File: src/rtl/i2c_temp_poller_if.sv
// Bus bundle for i2c_temp_poller: CSR slave port plus the master port toward the I2C peripheral.
interface i2c_temp_poller_if;
   logic [31:0] data_i;
   logic [31:0] addr_i;
   logic        we_i;
   logic        req_i;
   logic [31:0] data_o;
   logic        ready_o;
   logic        m_req_o;
   logic        m_we_o;
   logic [31:0] m_addr_o;
   logic [31:0] m_data_o;
   logic [31:0] m_data_i;
   logic        m_ready_i;
   logic        irq_o;

   modport slave (
      input  data_i, addr_i, we_i, req_i, m_data_i, m_ready_i,
      output data_o, ready_o, m_req_o, m_we_o, m_addr_o, m_data_o, irq_o
   );

   modport master (
      output data_i, addr_i, we_i, req_i, m_data_i, m_ready_i,
      input  data_o, ready_o, m_req_o, m_we_o, m_addr_o, m_data_o, irq_o
   );
endinterface

File: src/rtl/i2c_temp_poller.sv
// Periodic / one-shot temperature poller: reads an I2C peripheral, queues 8-bit samples in a FIFO,
// raises sticky alarm/overflow/timeout flags and a level interrupt.
module i2c_temp_poller #(
   parameter int unsigned DEPTH      = 8,
   parameter logic [31:0] TIMEOUT    = 32'd1_000_000,
   parameter logic [31:0] PERIOD_RST = 32'd50_000_000
) (
   input logic              clk_i,
   input logic              rst_i,
   i2c_temp_poller_if.slave bus
);
   localparam int unsigned AW = (DEPTH > 1) ? $clog2(DEPTH) : 1;
   localparam int unsigned CW = AW + 1;

   typedef enum logic [1:0] {IDLE, WAIT, ISSUE, BUSY} state_t;
   state_t r_state, w_next;

   logic          r_en;
   logic [31:0]   r_period;
   logic [15:0]   r_thresh;
   logic          r_ovf, r_alm_hi, r_alm_lo, r_tmo, r_irq;
   logic [31:0]   r_wait_cnt, r_tmo_cnt;
   logic [7:0]    r_mem [DEPTH];
   logic [AW-1:0] r_wptr, r_rptr;
   logic [CW-1:0] r_count;

   logic [3:0]    w_sel;
   logic          w_wr, w_rd, w_ctrl_wr, w_status_wr;
   logic          w_empty, w_full, w_pop, w_push;
   logic          w_req, w_capture, w_tmo_hit;
   logic [7:0]    w_sample;
   logic [31:0]   w_count32, w_rdata;
   logic [3:0]    w_count_sat;
   logic          w_unused;

   assign w_sel       = bus.addr_i[19:16];
   assign w_wr        = bus.req_i && bus.we_i;
   assign w_rd        = bus.req_i && !bus.we_i;
   assign w_ctrl_wr   = w_wr && (w_sel == 4'd0);
   assign w_status_wr = w_wr && (w_sel == 4'd3);
   assign w_empty     = (r_count == '0);
   assign w_full      = (r_count == CW'(DEPTH));
   assign w_pop       = w_rd && (w_sel == 4'd4) && !w_empty;
   assign w_push      = w_capture && (!w_full || w_pop);
   assign w_sample    = bus.m_data_i[7:0];
   assign w_count32   = 32'(r_count);
   assign w_count_sat = (w_count32 > 32'd15) ? 4'hF : w_count32[3:0];
   assign w_unused    = ^{bus.addr_i[31:20], bus.addr_i[15:0], bus.m_data_i[31:8]};

   always_ff @(posedge clk_i) begin
      if (rst_i) r_state <= IDLE;
      else       r_state <= w_next;
   end

   always_comb begin
      w_next = r_state;
      case (r_state)
         IDLE:    if (w_ctrl_wr && (bus.data_i[0] || bus.data_i[1])) w_next = ISSUE;
         WAIT:    if (!r_en) w_next = IDLE;
                  else if (r_wait_cnt <= 32'd1) w_next = ISSUE;
         ISSUE:   if (w_tmo_hit) w_next = r_en ? WAIT : IDLE;
                  else if (!bus.m_ready_i) w_next = BUSY;
         BUSY:    if (w_capture || w_tmo_hit) w_next = r_en ? WAIT : IDLE;
         default: w_next = IDLE;
      endcase
   end

   // A capture in the final timeout cycle wins: the sample is real, so no tmo.
   always_comb begin
      w_req     = 1'b0;
      w_capture = 1'b0;
      w_tmo_hit = 1'b0;
      if (r_state == ISSUE || r_state == BUSY) begin
         w_req     = 1'b1;
         w_tmo_hit = (r_tmo_cnt == TIMEOUT - 32'd1);
      end
      if (r_state == BUSY && bus.m_ready_i) begin
         w_capture = 1'b1;
         w_tmo_hit = 1'b0;
      end
   end

   always_ff @(posedge clk_i) begin
      if (rst_i) begin
         r_wait_cnt <= '0;
         r_tmo_cnt  <= '0;
      end else begin
         if (w_next == WAIT && r_state != WAIT)
            r_wait_cnt <= (r_period == '0) ? 32'd1 : r_period;
         else if (r_state == WAIT && r_wait_cnt != '0)
            r_wait_cnt <= r_wait_cnt - 32'd1;
         if (w_req && (w_next == ISSUE || w_next == BUSY)) r_tmo_cnt <= r_tmo_cnt + 32'd1;
         else                                              r_tmo_cnt <= '0;
      end
   end

   always_ff @(posedge clk_i) begin
      if (rst_i) begin
         r_en     <= 1'b0;
         r_period <= PERIOD_RST;
         r_thresh <= 16'h7F80;
      end else if (w_wr) begin
         case (w_sel)
            4'd0:    r_en     <= bus.data_i[0];
            4'd1:    r_period <= bus.data_i;
            4'd2:    r_thresh <= bus.data_i[15:0];
            default: ;
         endcase
      end
   end

   // W1C is applied first, then any same-cycle set, so a set always survives.
   always_ff @(posedge clk_i) begin
      if (rst_i) begin
         r_ovf    <= 1'b0;
         r_alm_hi <= 1'b0;
         r_alm_lo <= 1'b0;
         r_tmo    <= 1'b0;
         r_irq    <= 1'b0;
      end else begin
         r_ovf    <= (r_ovf && !(w_status_wr && bus.data_i[6])) || (w_capture && !w_push);
         r_alm_hi <= (r_alm_hi && !(w_status_wr && bus.data_i[7]))
                     || (w_capture && ($signed(w_sample) > $signed(r_thresh[15:8])));
         r_alm_lo <= (r_alm_lo && !(w_status_wr && bus.data_i[8]))
                     || (w_capture && ($signed(w_sample) < $signed(r_thresh[7:0])));
         r_tmo    <= (r_tmo && !(w_status_wr && bus.data_i[9])) || w_tmo_hit;
         r_irq    <= r_ovf || r_alm_hi || r_alm_lo || r_tmo;
      end
   end

   always_ff @(posedge clk_i) begin
      if (rst_i) begin
         r_wptr  <= '0;
         r_rptr  <= '0;
         r_count <= '0;
      end else begin
         if (w_push) r_wptr <= r_wptr + 1'b1;
         if (w_pop)  r_rptr <= r_rptr + 1'b1;
         if (w_push && !w_pop)      r_count <= r_count + 1'b1;
         else if (w_pop && !w_push) r_count <= r_count - 1'b1;
      end
   end

   always_ff @(posedge clk_i) begin
      if (w_push) r_mem[r_wptr] <= w_sample;
   end

   always_comb begin
      w_rdata = '0;
      if (w_rd) begin
         case (w_sel)
            4'd1:    w_rdata = r_period;
            4'd2:    w_rdata = {16'h0, r_thresh};
            4'd3:    w_rdata = {22'h0, r_tmo, r_alm_lo, r_alm_hi, r_ovf, w_full, w_empty, w_count_sat};
            4'd4:    if (!w_empty) w_rdata = {24'h0, r_mem[r_rptr]};
            default: ;
         endcase
      end
   end

   assign bus.data_o   = w_rdata;
   assign bus.ready_o  = 1'b1;
   assign bus.m_req_o  = w_req;
   assign bus.m_we_o   = 1'b0;
   assign bus.m_addr_o = 32'h0002_0000;
   assign bus.m_data_o = '0;
   assign bus.irq_o    = r_irq;
endmodule
File: src/flat_wrapper.sv
// flat-port wrapper written by rule: the top's interface ports become plain ports
module i2c_temp_poller_flat 
#(
   parameter int unsigned DEPTH      = 8,
   parameter logic [31:0] TIMEOUT    = 32'd1_000_000,
   parameter logic [31:0] PERIOD_RST = 32'd50_000_000
)
  (clk_i, rst_i, bus_data_i, bus_addr_i, bus_we_i, bus_req_i, bus_m_data_i, bus_m_ready_i, bus_data_o, bus_ready_o, bus_m_req_o, bus_m_we_o, bus_m_addr_o, bus_m_data_o, bus_irq_o);
  i2c_temp_poller_if bus_i ();
  input logic clk_i;
  input logic rst_i;
  input wire logic [$bits(bus_i.data_i)-1:0] bus_data_i;
  input wire logic [$bits(bus_i.addr_i)-1:0] bus_addr_i;
  input wire logic [$bits(bus_i.we_i)-1:0] bus_we_i;
  input wire logic [$bits(bus_i.req_i)-1:0] bus_req_i;
  input wire logic [$bits(bus_i.m_data_i)-1:0] bus_m_data_i;
  input wire logic [$bits(bus_i.m_ready_i)-1:0] bus_m_ready_i;
  output wire logic [$bits(bus_i.data_o)-1:0] bus_data_o;
  output wire logic [$bits(bus_i.ready_o)-1:0] bus_ready_o;
  output wire logic [$bits(bus_i.m_req_o)-1:0] bus_m_req_o;
  output wire logic [$bits(bus_i.m_we_o)-1:0] bus_m_we_o;
  output wire logic [$bits(bus_i.m_addr_o)-1:0] bus_m_addr_o;
  output wire logic [$bits(bus_i.m_data_o)-1:0] bus_m_data_o;
  output wire logic [$bits(bus_i.irq_o)-1:0] bus_irq_o;
  assign bus_i.data_i = bus_data_i;
  assign bus_i.addr_i = bus_addr_i;
  assign bus_i.we_i = bus_we_i;
  assign bus_i.req_i = bus_req_i;
  assign bus_i.m_data_i = bus_m_data_i;
  assign bus_i.m_ready_i = bus_m_ready_i;
  assign bus_data_o = bus_i.data_o;
  assign bus_ready_o = bus_i.ready_o;
  assign bus_m_req_o = bus_i.m_req_o;
  assign bus_m_we_o = bus_i.m_we_o;
  assign bus_m_addr_o = bus_i.m_addr_o;
  assign bus_m_data_o = bus_i.m_data_o;
  assign bus_irq_o = bus_i.irq_o;
  i2c_temp_poller #(.DEPTH(DEPTH), .TIMEOUT(TIMEOUT), .PERIOD_RST(PERIOD_RST)) u_core (.clk_i(clk_i), .rst_i(rst_i), .bus(bus_i));
endmodule
File: config.mk
export PLATFORM = sky130hd
export DESIGN_NAME = i2c_temp_poller_flat
export DESIGN_NICKNAME = d
export VERILOG_FILES = /design/src/rtl/i2c_temp_poller_if.sv /design/src/rtl/i2c_temp_poller.sv /design/src/flat_wrapper.sv
export SDC_FILE = /design/constraint.sdc
export NUM_CORES = 1
export LEC_CHECK = 0
export ABC_AREA = 1
export CORE_ASPECT_RATIO = 0.75
export CORE_MARGIN = 1.5
export CORE_UTILIZATION = 35
export DETAILED_ROUTE_END_ITERATION = 6
export GPL_TIMING_DRIVEN = 0
export PLACE_DENSITY = 0.71
export RECOVER_POWER = 100
export SETUP_SLACK_MARGIN = 0.5
export SLEW_MARGIN = 0
export SYNTH_ARGS = -nofsm -noshare
export SYNTH_HDL_FRONTEND = slang
export SYNTH_SLANG_ARGS = --single-unit
File: constraint.sdc
create_clock -name clk_i -period 3.1 [get_ports clk_i]
set_input_delay 0.62 -clock clk_i [delete_from_list [all_inputs] [get_ports clk_i]]
set_output_delay 0.62 -clock clk_i [all_outputs]
set_load 0.005 [all_outputs]
# Word level (Yosys, flattened, before mapping)
# Memories as Yosys holds them, arrays and structs flattened. A register that Yosys moved wholly into a read port is not among the register bits.
# Cells that the tools add are included.
dict set report op_classes {
  add_sub_neg 6
  multipliers 0
  div 0
  magnitude_cmp 4
  n_eq_ne 13
  n_shift 0
  n_mux 25
  bitwise_logic 1
  reduce_logical 57
}
# op count
set op_table {}
lappend op_table {{two-way mux 32 bit} 4}
lappend op_table {{one-hot mux 32 bit (4 select lines)} 1}
lappend op_table {{adder 32 x 1 -> 32 bit, second input constant} 1}
lappend op_table {{equality test 32 x 20 -> 1 bit, second input constant} 1}
lappend op_table {{<= comparator 32 x 1 -> 1 bit, second input constant} 1}
lappend op_table {{logical NOT 32 bit} 1}
lappend op_table {{nonzero test 32 bit} 1}
lappend op_table {{subtractor 32 x 1 -> 32 bit, second input constant} 1}
lappend op_table {{logical AND 1 bit} 25}
lappend op_table {{logical OR 1 bit} 12}
lappend op_table {{two-way mux 2 bit} 6}
lappend op_table {{two-way mux 4 bit} 3}
lappend op_table {{logical NOT 1 bit} 9}
lappend op_table {{equality test 2 bit, second input constant} 4}
lappend op_table {{equality test 4 x 2 -> 1 bit, second input constant} 2}
lappend op_table {{> comparator 8 bit} 1}
lappend op_table {{logical NOT 4 bit} 2}
lappend op_table {{less-than comparator 8 bit} 1}
lappend op_table {{two-way mux 8 bit} 1}
lappend op_table {{one-hot mux 2 bit (4 select lines)} 1}
lappend op_table {{two-way mux 1 bit} 7}
lappend op_table {{adder 3 x 1 -> 3 bit, second input constant} 2}
lappend op_table {{two-way mux 3 bit} 2}
lappend op_table {{AND reduction 2 bit} 3}
lappend op_table {{other kinds (12)} 14}
dict set report word_totals {
  regBits 130
  latchBits 0
  ram_bits 64
  romBits 0
  input_bits 101
  output_inout_bits 100
  word_cells 121
  memories 1
}
# name depth width read_ports rd_ports_with_merged_regs wr line
set memory_table {}
lappend memory_table {u_core.r_mem 8 8 1 1 1 i2c_temp_poller.sv:23} ;# logic [7:0] r_mem [DEPTH];

# Depth between registers and ports, before layout
# Gate-level depths: netlist of run 1.
dict set report logic_depth {
  word_depth 12
  mapped_depth 18
  ltp_nobuf 18
}

# Worst setup path after synthesis of run 1
# No wires, ideal clock.
dict set report synth_path {
  path_kind {input to register}
  from {in bus_addr_i[17]}
  to {reg u_core.r_count[3]}
  setup_time_ns 0.119
  t_arrival_ns 2.868
  t_required_ns 2.981
  slack_ns 0.113
  path_stages 17
  path_buffers 0
  path_cell_list {nor2_1 -> nand2_1 -> nor3_4 -> nand2_2 -> nand3_1 -> nand2_1 -> inv_1 -> ha_1 -> inv_1 -> ha_1 -> and3_1 -> a211oi_1 -> nor2_1 -> nor2_1 -> nand2_1 -> o21ai_0 -> a21oi_1}
}
dict set report synth_between {
  elab_chain_cells 8
  elab_cells_between_ends 11
  cone_classes {1 x eq/ne; 1 x mux; 9 x reduce/logical}
}
# item line
set synth_lines {}
lappend synth_lines {{from (decl)} flat_wrapper.sv:13} ;# input wire logic [$bits(bus_i.addr_i)-1:0] bus_addr_i;
lappend synth_lines {{equality test 4 x 3 -> 1 bit (*)} i2c_temp_poller.sv:43} ;# assign w_pop = w_rd && (w_sel == 4'd4) && !w_empty;
lappend synth_lines {{logical AND 1 bit (*) (2 in series)} i2c_temp_poller.sv:43}
lappend synth_lines {{logical OR 1 bit (*)} i2c_temp_poller.sv:44} ;# assign w_push = w_capture && (!w_full || w_pop);
lappend synth_lines {{logical AND 1 bit (*)} i2c_temp_poller.sv:44}
lappend synth_lines {{named net u_core.w_push} i2c_temp_poller.sv:29} ;# logic w_empty, w_full, w_pop, w_push;
lappend synth_lines {{logical NOT 1 bit} i2c_temp_poller.sv:140} ;# else if (w_pop && !w_push) r_count <= r_count - 1'b1;
lappend synth_lines {{logical AND 1 bit} i2c_temp_poller.sv:140}
lappend synth_lines {{nonzero test 2 bit (no line)} -}
lappend synth_lines {{to (signal assigned)} i2c_temp_poller.sv:139} ;# if (w_push && !w_pop) r_count <= r_count + 1'b1;
lappend synth_lines {{to (signal assigned)} i2c_temp_poller.sv:140}
lappend synth_lines {{to (decl)} i2c_temp_poller.sv:25} ;# logic [CW-1:0] r_count;
# The timed path passes the listed nets; every way through them passes the cells marked *.
# A chain may end at the register's enable or synchronous reset.

# Worst setup path after layout of run 1
dict set report layout_path {
  from {in bus_req_i}
  to {out bus_data_o[21]}
}
dict set report layout_between {
  elab_chain_cells 2
}
# item line
set layout_lines {}
lappend layout_lines {{from (decl)} flat_wrapper.sv:15} ;# input wire logic [$bits(bus_i.req_i)-1:0] bus_req_i;
lappend layout_lines {{logical AND 1 bit} i2c_temp_poller.sv:38} ;# assign w_rd = bus.req_i && !bus.we_i;
lappend layout_lines {{two-way mux 32 bit} i2c_temp_poller.sv:150} ;# if (w_rd) begin
lappend layout_lines {{to (decl)} flat_wrapper.sv:18} ;# output wire logic [$bits(bus_i.data_o)-1:0] bus_data_o;
# No other way between the ends.

==> flow_summary.json, run 1 <==
{
  "status": "completed",
  "p_leak_nw": 5.63,
  "synth_area_leaders": "dfxtp_1 25%, edfxtp_1 18%, nand2_1 6.5%",
  "final_core_util": 0.453,
  "core_area_sq_mm": 0.0301,
  "synth_top_cell_area_share": 0.249,
  "synth_cells": 1357,
  "track_usage": 0.211,
  "cap_violations": 0,
  "fp.dieH_um": 155,
  "grt_pass1_wl_mm": 51.0,
  "grt_max_degree": 19,
  "postRouteAntennaNets": 0,
  "cp_slowest_stage_delay_ps": 310,
  "cts_root_buf": "clkbuf_16",
  "post-route-min-period_ps": 2840,
  "cts.sinks": 197,
  "yosys_warnings": 0,
  "cts_buffer_depth": 2,
  "die_area_sq_mm": 0.0317,
  "cts_tree": "built",
  "grt-ovfl-total": 0,
  "cp_top_family": "buffers and inverters",
  "reg2regPathDepth": 19,
  "critPathRequiredTime_ps": 2480,
  "insertion_delay_ps": 450,
  "arrival_ps": 2220,
  "critPathLaunchType": "input pin",
  "synth-seq-area-share": 0.428,
  "whs_path_depth": 2,
  "start_util": 0.355,
  "via_per_inst": 5.14,
  "worstSetupPathType": "input pin to output pin",
  "fin_skew_ps": 8.34,
  "netlist_area_sq_mm": 0.0107,
  "crit_chain": "dlygate4sd2_1 > inv_2 > nor2_1 > clkbuf_1 > inv_4 > clkbuf_2 > nor3_2 > clkdlybuf4s15_2",
  "yosysUniqueCellTypes": 52,
  "synthSimpleGateAreaFrac": 0.257,
  "crit_fanout": 5,
  "power_w": 0.00526,
  "multi_input_area_sq_mm": 0.00534,
  "fin_nets": 1686,
  "cpMaxStageDelayCell": "nor2_1",
  "whs_endpoint": "u_core.r_rptr[2]",
  "drive_above_1_share": 0.191,
  "vias": 10128,
  "h-tree-depth": 4,
  "grt_pass1_vias": 9158,
  "synthFlopType": "dfxtp_1",
  "dpl.hpwl_mm": 24.4,
  "rrSetupSlack_ps": 340,
  "n_fill_cell": 2966,
  "drt_wl_total_mm": 33.4,
  "cts_hold_buf": 0,
  "cp-end-kind": "output pin",
  "worst_hold_path_type": "register to register",
  "max_freq_mhz": 353,
  "hold_viol": 0,
  "p_per_area_mw_per_mm2": 386,
  "synth_compound_area_frac": 0.113,
  "relSlewSlack": 0.405,
  "synth.largest_area_cell": "dfxtp_1",
  "synthArstFlopShare": 0,
  "syn_avg_cell_area_sq_um": 7.90,
  "synthAdderAreaFrac": 0.0299,
  "r2r-start": "u_core.r_count[1]",
  "rsz0062_at_grt": "yes",
  "fin_crit_sh": 0.915,
  "finalMaxSlewViolations": 0,
  "r2r_end": "u_core.r_count[3]",
  "setup_viol": 0,
  "drtIter0Drc": 1117,
  "worst_pin_slew_ps": 890,
  "placementRows": 55,
  "place_congestion": 0.929,
  "clkTransAtPathRegs_ps": 70,
  "synth-edff-count": 64,
  "seq_area_sq_mm": 0.00460,
  "synth-xor-area-share": 0.0286,
  "pin_count": 201,
  "die_x_um": 205,
  "synth_top_family_by_area": "simple AND/OR/NAND/NOR gates",
  "drt-wirelength-per-cell_um": 17.0,
  "io_buffers": 81,
  "n_antenna_cell": 0,
  "worstHoldStart": "u_core.r_rptr[2]",
  "firstDrtPassIters": 5,
  "area_growth_pct": 27.3,
  "antenna_found_initial": 0,
  "drc_errors": 0,
  "worst-path-buf-inv": 6,
  "ys_seq_elements": 197,
  "cts-buffers-inserted": 17,
  "muxShareOfSynthArea": 0.0131,
  "ir_drop_v": 0.000378
}
## report_power, final
part	internal (W)	total [W]	leakage (nW)	switching, W
Combinational	0.000186	0.000423	3.70	0.000237
Clock	0.00112	0.00217	0.270	0.00104
Sequential	0.00267	0.00267	1.65	0.00000814
Total	0.00398	0.00526	5.63	0.00129
## through the flow
stage	std cells	setup slack, ps	hold WS, ps	area, sq um	TNS, ps
2_1_floorplan	1421	315	418	11000	0
3_3_place_gp	1901	-854	431	12300	-48720
3_5_place_dp	1901	-900	441	12300	-50100
4_1_cts	1961	466	467	13600	0
5_1_grt	1972	192	503	13600	0
6_report	1972	265	464	13600	0
## flip-flops by register name, summed over array words and instances, names as in the netlist, named ones only
| register | flops |
|---|---|
| u_core.r_mem | 64 |
| u_core.r_period | 32 |
| u_core.r_tmo_cnt | 32 |
| u_core.r_wait_cnt | 32 |
| u_core.r_thresh | 16 |
| u_core.r_count | 4 |
| u_core.r_rptr | 3 |
| u_core.r_wptr | 3 |
| u_core.r_state | 2 |
| u_core.bus.irq_o | 1 |
| u_core.r_alm_hi | 1 |
| u_core.r_alm_lo | 1 |
| u_core.r_en | 1 |
| u_core.r_ovf | 1 |
| u_core.r_tmo | 1 |
## repair_timing
item	4_1_cts	5_1_grt
setup endpoints to repair	100	73
gates cloned	3	0
setup buffers	25	11
endpoints found under the hold margin	0	0
resized for setup	257	41
pin swaps	33	28
## layer usage
metal  GRT usage  up-vias  part of all wire  wire, um
li1            -     4808                 -         -
met1       0.301     4756              0.44     14800
met2       0.313      517              0.43     14500
met3      0.0495       47              0.10      3460
met4      0.0664        0             0.023       761
met5           0        -                 0         0
## layout by cell type, fill, tap and decap left out, types with 17 or more instances in the layout
| cell type | count |
|---|---|
| nand2_1 | 186 |
| buf_4 | 95 |
| conb_1 | 66 |
| o21ai_0 | 84 |
| clkdlybuf4s50_1 | 33 |
| clkbuf_1 | 38 |
| edfxtp_1 | 64 |
| a21oi_1 | 93 |
| ha_1 | 21 |
| dfxtp_1 | 127 |
| nor3_1 | 17 |
| nor2_1 | 133 |
| nand4_1 | 27 |
| clkbuf_16 | 24 |
| nand3_1 | 121 |
| buf_2 | 17 |
| inv_1 | 149 |
| xor2_1 | 28 |
## worst register-to-register path, delay by kind of cell (launching register included)
kind                     cells  cell delay (ps)
AO/OA/AOI/OAI                3              450
buffers and inverters        3              440
adder cells (fa/ha/maj)      2              390
flip-flops                   1              370
AND/OR/NAND/NOR             11              990
## area by class of cell
type	instances	area share
clock buffers	20	0.0320
clock inverters	12	0.00899
well taps	399	0.0366
plain buffers	120	0.0717
flip-flops and latches	197	0.337
multi-input cells	939	0.391
inverters	165	0.0475
repair buffers	120	0.0748
## how the worst max path moves through the flow
stage | from | endpoint | slack (ps) | cells after the start
after global routing | u_core.r_count[2] | u_core.r_count[3] | 190 | 19
after CTS | register | bus_data_o[4] | 470 | 8
after detailed placement | bus_addr_i[17] | bus_data_o[24] | -900 | 7
final | bus_req_i | bus_data_o[21] | 260 | 8
after global placement | bus_addr_i[17] | bus_data_o[26] | -850 | 7
after floorplan | bus_addr_i[16] | u_core.r_count[3] | 310 | 17
## logic make-up after synthesis
group                    after synthesis
XOR/XNOR                              35
flip-flops                           197
other                                  2
buffers and inverters                285
AND/OR/NAND/NOR                      578
AO/OA/AOI/OAI                        221
multiplexers                          14
adder cells (fa/ha/maj)               25
## synth_stat cells (28+ instances only)
library cell and count:
o21ai_0 82, buf_4 69, nand3_1 125, a21oi_1 102
dfxtp_1 133, inv_1 158, nand2_1 186, clkbuf_1 31
nor3_1 32, xor2_1 28, edfxtp_1 64, nor2_1 135
Note: power is estimated with default switching activity, not from simulation.
==> inputs of run 2 (changes only) <==
--- a/config.mk
+++ b/config.mk
@@ -8,10 +8,11 @@
 export ABC_AREA = 1
 export CORE_ASPECT_RATIO = 0.75
 export CORE_MARGIN = 1.5
-export CORE_UTILIZATION = 35
+export CORE_UTILIZATION = 49
+export CTS_BUF_LIST = sky130_fd_sc_hd__clkbuf_8
 export DETAILED_ROUTE_END_ITERATION = 6
 export GPL_TIMING_DRIVEN = 0
-export PLACE_DENSITY = 0.71
+export PLACE_DENSITY = 0.9
 export RECOVER_POWER = 100
 export SETUP_SLACK_MARGIN = 0.5
 export SLEW_MARGIN = 0
==> run 2 against run 1 <==
The run now ends with design-rule violations left. Worst hold slack improved by 2.2 ps. Final area decreased by 2.4%. Total power decreased by 5.8%. Register-to-register slack got worse by 140 ps. First-iteration DRC count increased by 67%. Combinational power increased by 4%. Critical path depth increased by 3. Routed wire length increased by 11%. Maximum frequency decreased by 3.0%. Via count increased by 8.8%. Core utilization increased by 17 points.
==> flow_summary.json, run 2 (synthesis results as in run 1) <==
{
  "status": "finished with violations",
  "violations": "design-rule violations",
  "io_buffers": 81,
  "track_usage": 0.316,
  "cts_tree": "built",
  "die_area_sq_mm": 0.0228,
  "p_leak_nw": 5.62,
  "cp-end-kind": "output pin",
  "fp.dieH_um": 131,
  "worst_hold_path_type": "register to register",
  "cts_root_buf": "clkbuf_8",
  "multi_input_area_sq_mm": 0.00525,
  "finalMaxSlewViolations": 0,
  "most-common-layout-cells": "185 x nand2_1, 152 x inv_1, 132 x nor2_1",
  "fin_nets": 1693,
  "pin_count": 201,
  "mostFrequentLayoutCell": "nand2_1",
  "dpl_cell_area_sq_mm": 0.0122,
  "drtIter0Drc": 1867,
  "cts-buffers-inserted": 17,
  "max_freq_mhz": 342,
  "crit_chain": "buf_2 > nor2_1 > clkbuf_1 > nand3_1 > inv_1 > buf_6 > nand2_1 > o211ai_1 > nand2_1 > inv_1 > buf_2",
  "via_per_inst": 5.89,
  "cpMaxStageDelayCell": "nor2_1",
  "dpl.hpwl_mm": 23.6,
  "cts_buffer_depth": 2,
  "firstDrtPassIters": 7,
  "area_growth_pct": 24.2,
  "insertion_delay_ps": 520,
  "fin_skew_ps": 35.9,
  "cts_hold_buf": 0,
  "worst-path-buf-inv": 6,
  "p_per_area_mw_per_mm2": 373,
  "antenna_found_initial": 1,
  "relSlewSlack": 0.338,
  "tns_ps": 0,
  "start_util": 0.503,
  "core_area_sq_mm": 0.0213,
  "placementRows": 46,
  "cap_violations": 0,
  "n_fill_cell": 1676,
  "fin_crit_sh": 0.943,
  "fin_area_sq_mm": 0.0133,
  "place_congestion": 0.967,
  "critPathLaunchType": "input pin",
  "grt_pass1_vias": 9982,
  "cp_top_family": "buffers and inverters",
  "cts.sinks": 197,
  "arrival_ps": 2300,
  "post-route-min-period_ps": 2920,
  "h-tree-depth": 4,
  "drive_above_1_share": 0.197,
  "drt_wl_total_mm": 37.3,
  "cp_slowest_stage_delay_ps": 300,
  "whs_ps": 466,
  "worst_pin_slew_ps": 990,
  "rsz0062_at_grt": "yes",
  "crit_fanout": 10,
  "largest-register": "u_core.r_mem",
  "vias": 11020,
  "drc_errors": 27,
  "setup_viol": 0,
  "grt-ovfl-total": 0,
  "drt-wirelength-per-cell_um": 19.9,
  "largest_reg_flops": 64,
  "die_x_um": 174,
  "postRouteAntennaNets": 0,
  "grt_max_degree": 22,
  "ir_drop_v": 0.000224,
  "worstSetupPathType": "input pin to output pin",
  "seq_area_sq_mm": 0.00459,
  "hold_viol": 0,
  "clkTransAtPathRegs_ps": 110,
  "grt_pass1_wl_mm": 54.8,
  "critPathRequiredTime_ps": 2480
}
-- run 2: final cells by class --
| type | count | share of cell area |
|---|---|---|
| Multi-Input combinational cell | 939 | 0.394 |
| Tap cell | 288 | 0.0271 |
| Clock buffer | 17 | 0.0176 |
| Inverter | 165 | 0.0485 |
| Timing Repair inverter | 1 | 0.000658 |
| Clock inverter | 15 | 0.0150 |
| Timing Repair Buffer | 126 | 0.0784 |
| Sequential cell | 197 | 0.345 |
| Buffer | 120 | 0.0729 |
| Antenna cell | 2 | 0.000376 |
-- run 2: path summary, 6_finish.rpt --
path,slack [ps],from,cells past startpoint,endpoint
setup / recovery,180,bus_addr_i[19],11,bus_data_o[8]
hold / removal,470,u_core.r_tmo_cnt[0],1,u_core.r_tmo_cnt[0]
setup reg to reg,200,u_core.r_count[2],13,u_core.r_mem[0][2]
hold reg to reg,470,u_core.r_tmo_cnt[0],1,u_core.r_tmo_cnt[0]
-- run 2: routing by layer --
layer  global-route usage  up-vias  share of wire
met4                0.157        2          0.060
met2                0.492      947           0.43
met5                    0        -        0.00035
met3                0.107      248           0.15
li1                     -     4817              -
met1                0.397     5006           0.36
-- run 2: report_power, final --
part	switching [W]	total, W	internal [W]	leakage (nW)
clock	0.00114	0.00185	0.000707	0.222
combinational	0.000251	0.000438	0.000187	3.74
sequential	0.00000855	0.00268	0.00267	1.65
total	0.00140	0.00496	0.00356	5.62
-- run 2: what timing repair did --
| item | in CTS | in global routing |
|---|---|---|
| pin swaps | 41 | 28 |
| endpoints found under the setup margin | 99 | 153 |
| gates resized for setup | 260 | 48 |
| setup buffers | 33 | 9 |
| cloned | 4 | 0 |
-- run 2: stage by stage --
| step | utilization | worst slack (ps) | cells | total power [W] |
|---|---|---|---|---|
| after floorplan | - | 315 | 1421 | 0.00294 |
| after global placement | 0.573 | -672 | 1790 | 0.00309 |
| after detailed placement | 0.573 | -740 | 1790 | 0.00310 |
| after CTS | 0.628 | 398 | 1859 | 0.00488 |
| after global routing | 0.625 | 56.6 | 1868 | 0.00506 |
| final | 0.625 | 177 | 1870 | 0.00496 |
==> inputs of run 3 (changes only) <==
--- a/config.mk
+++ b/config.mk
@@ -6,6 +6,7 @@
 export NUM_CORES = 1
 export LEC_CHECK = 0
 export ABC_AREA = 1
+export CAP_MARGIN = 25
 export CORE_ASPECT_RATIO = 0.75
 export CORE_MARGIN = 1.5
 export CORE_UTILIZATION = 49
==> results of run 3 <==
Same layout as run 2: the final DEF is identical, and so are final timing and power.
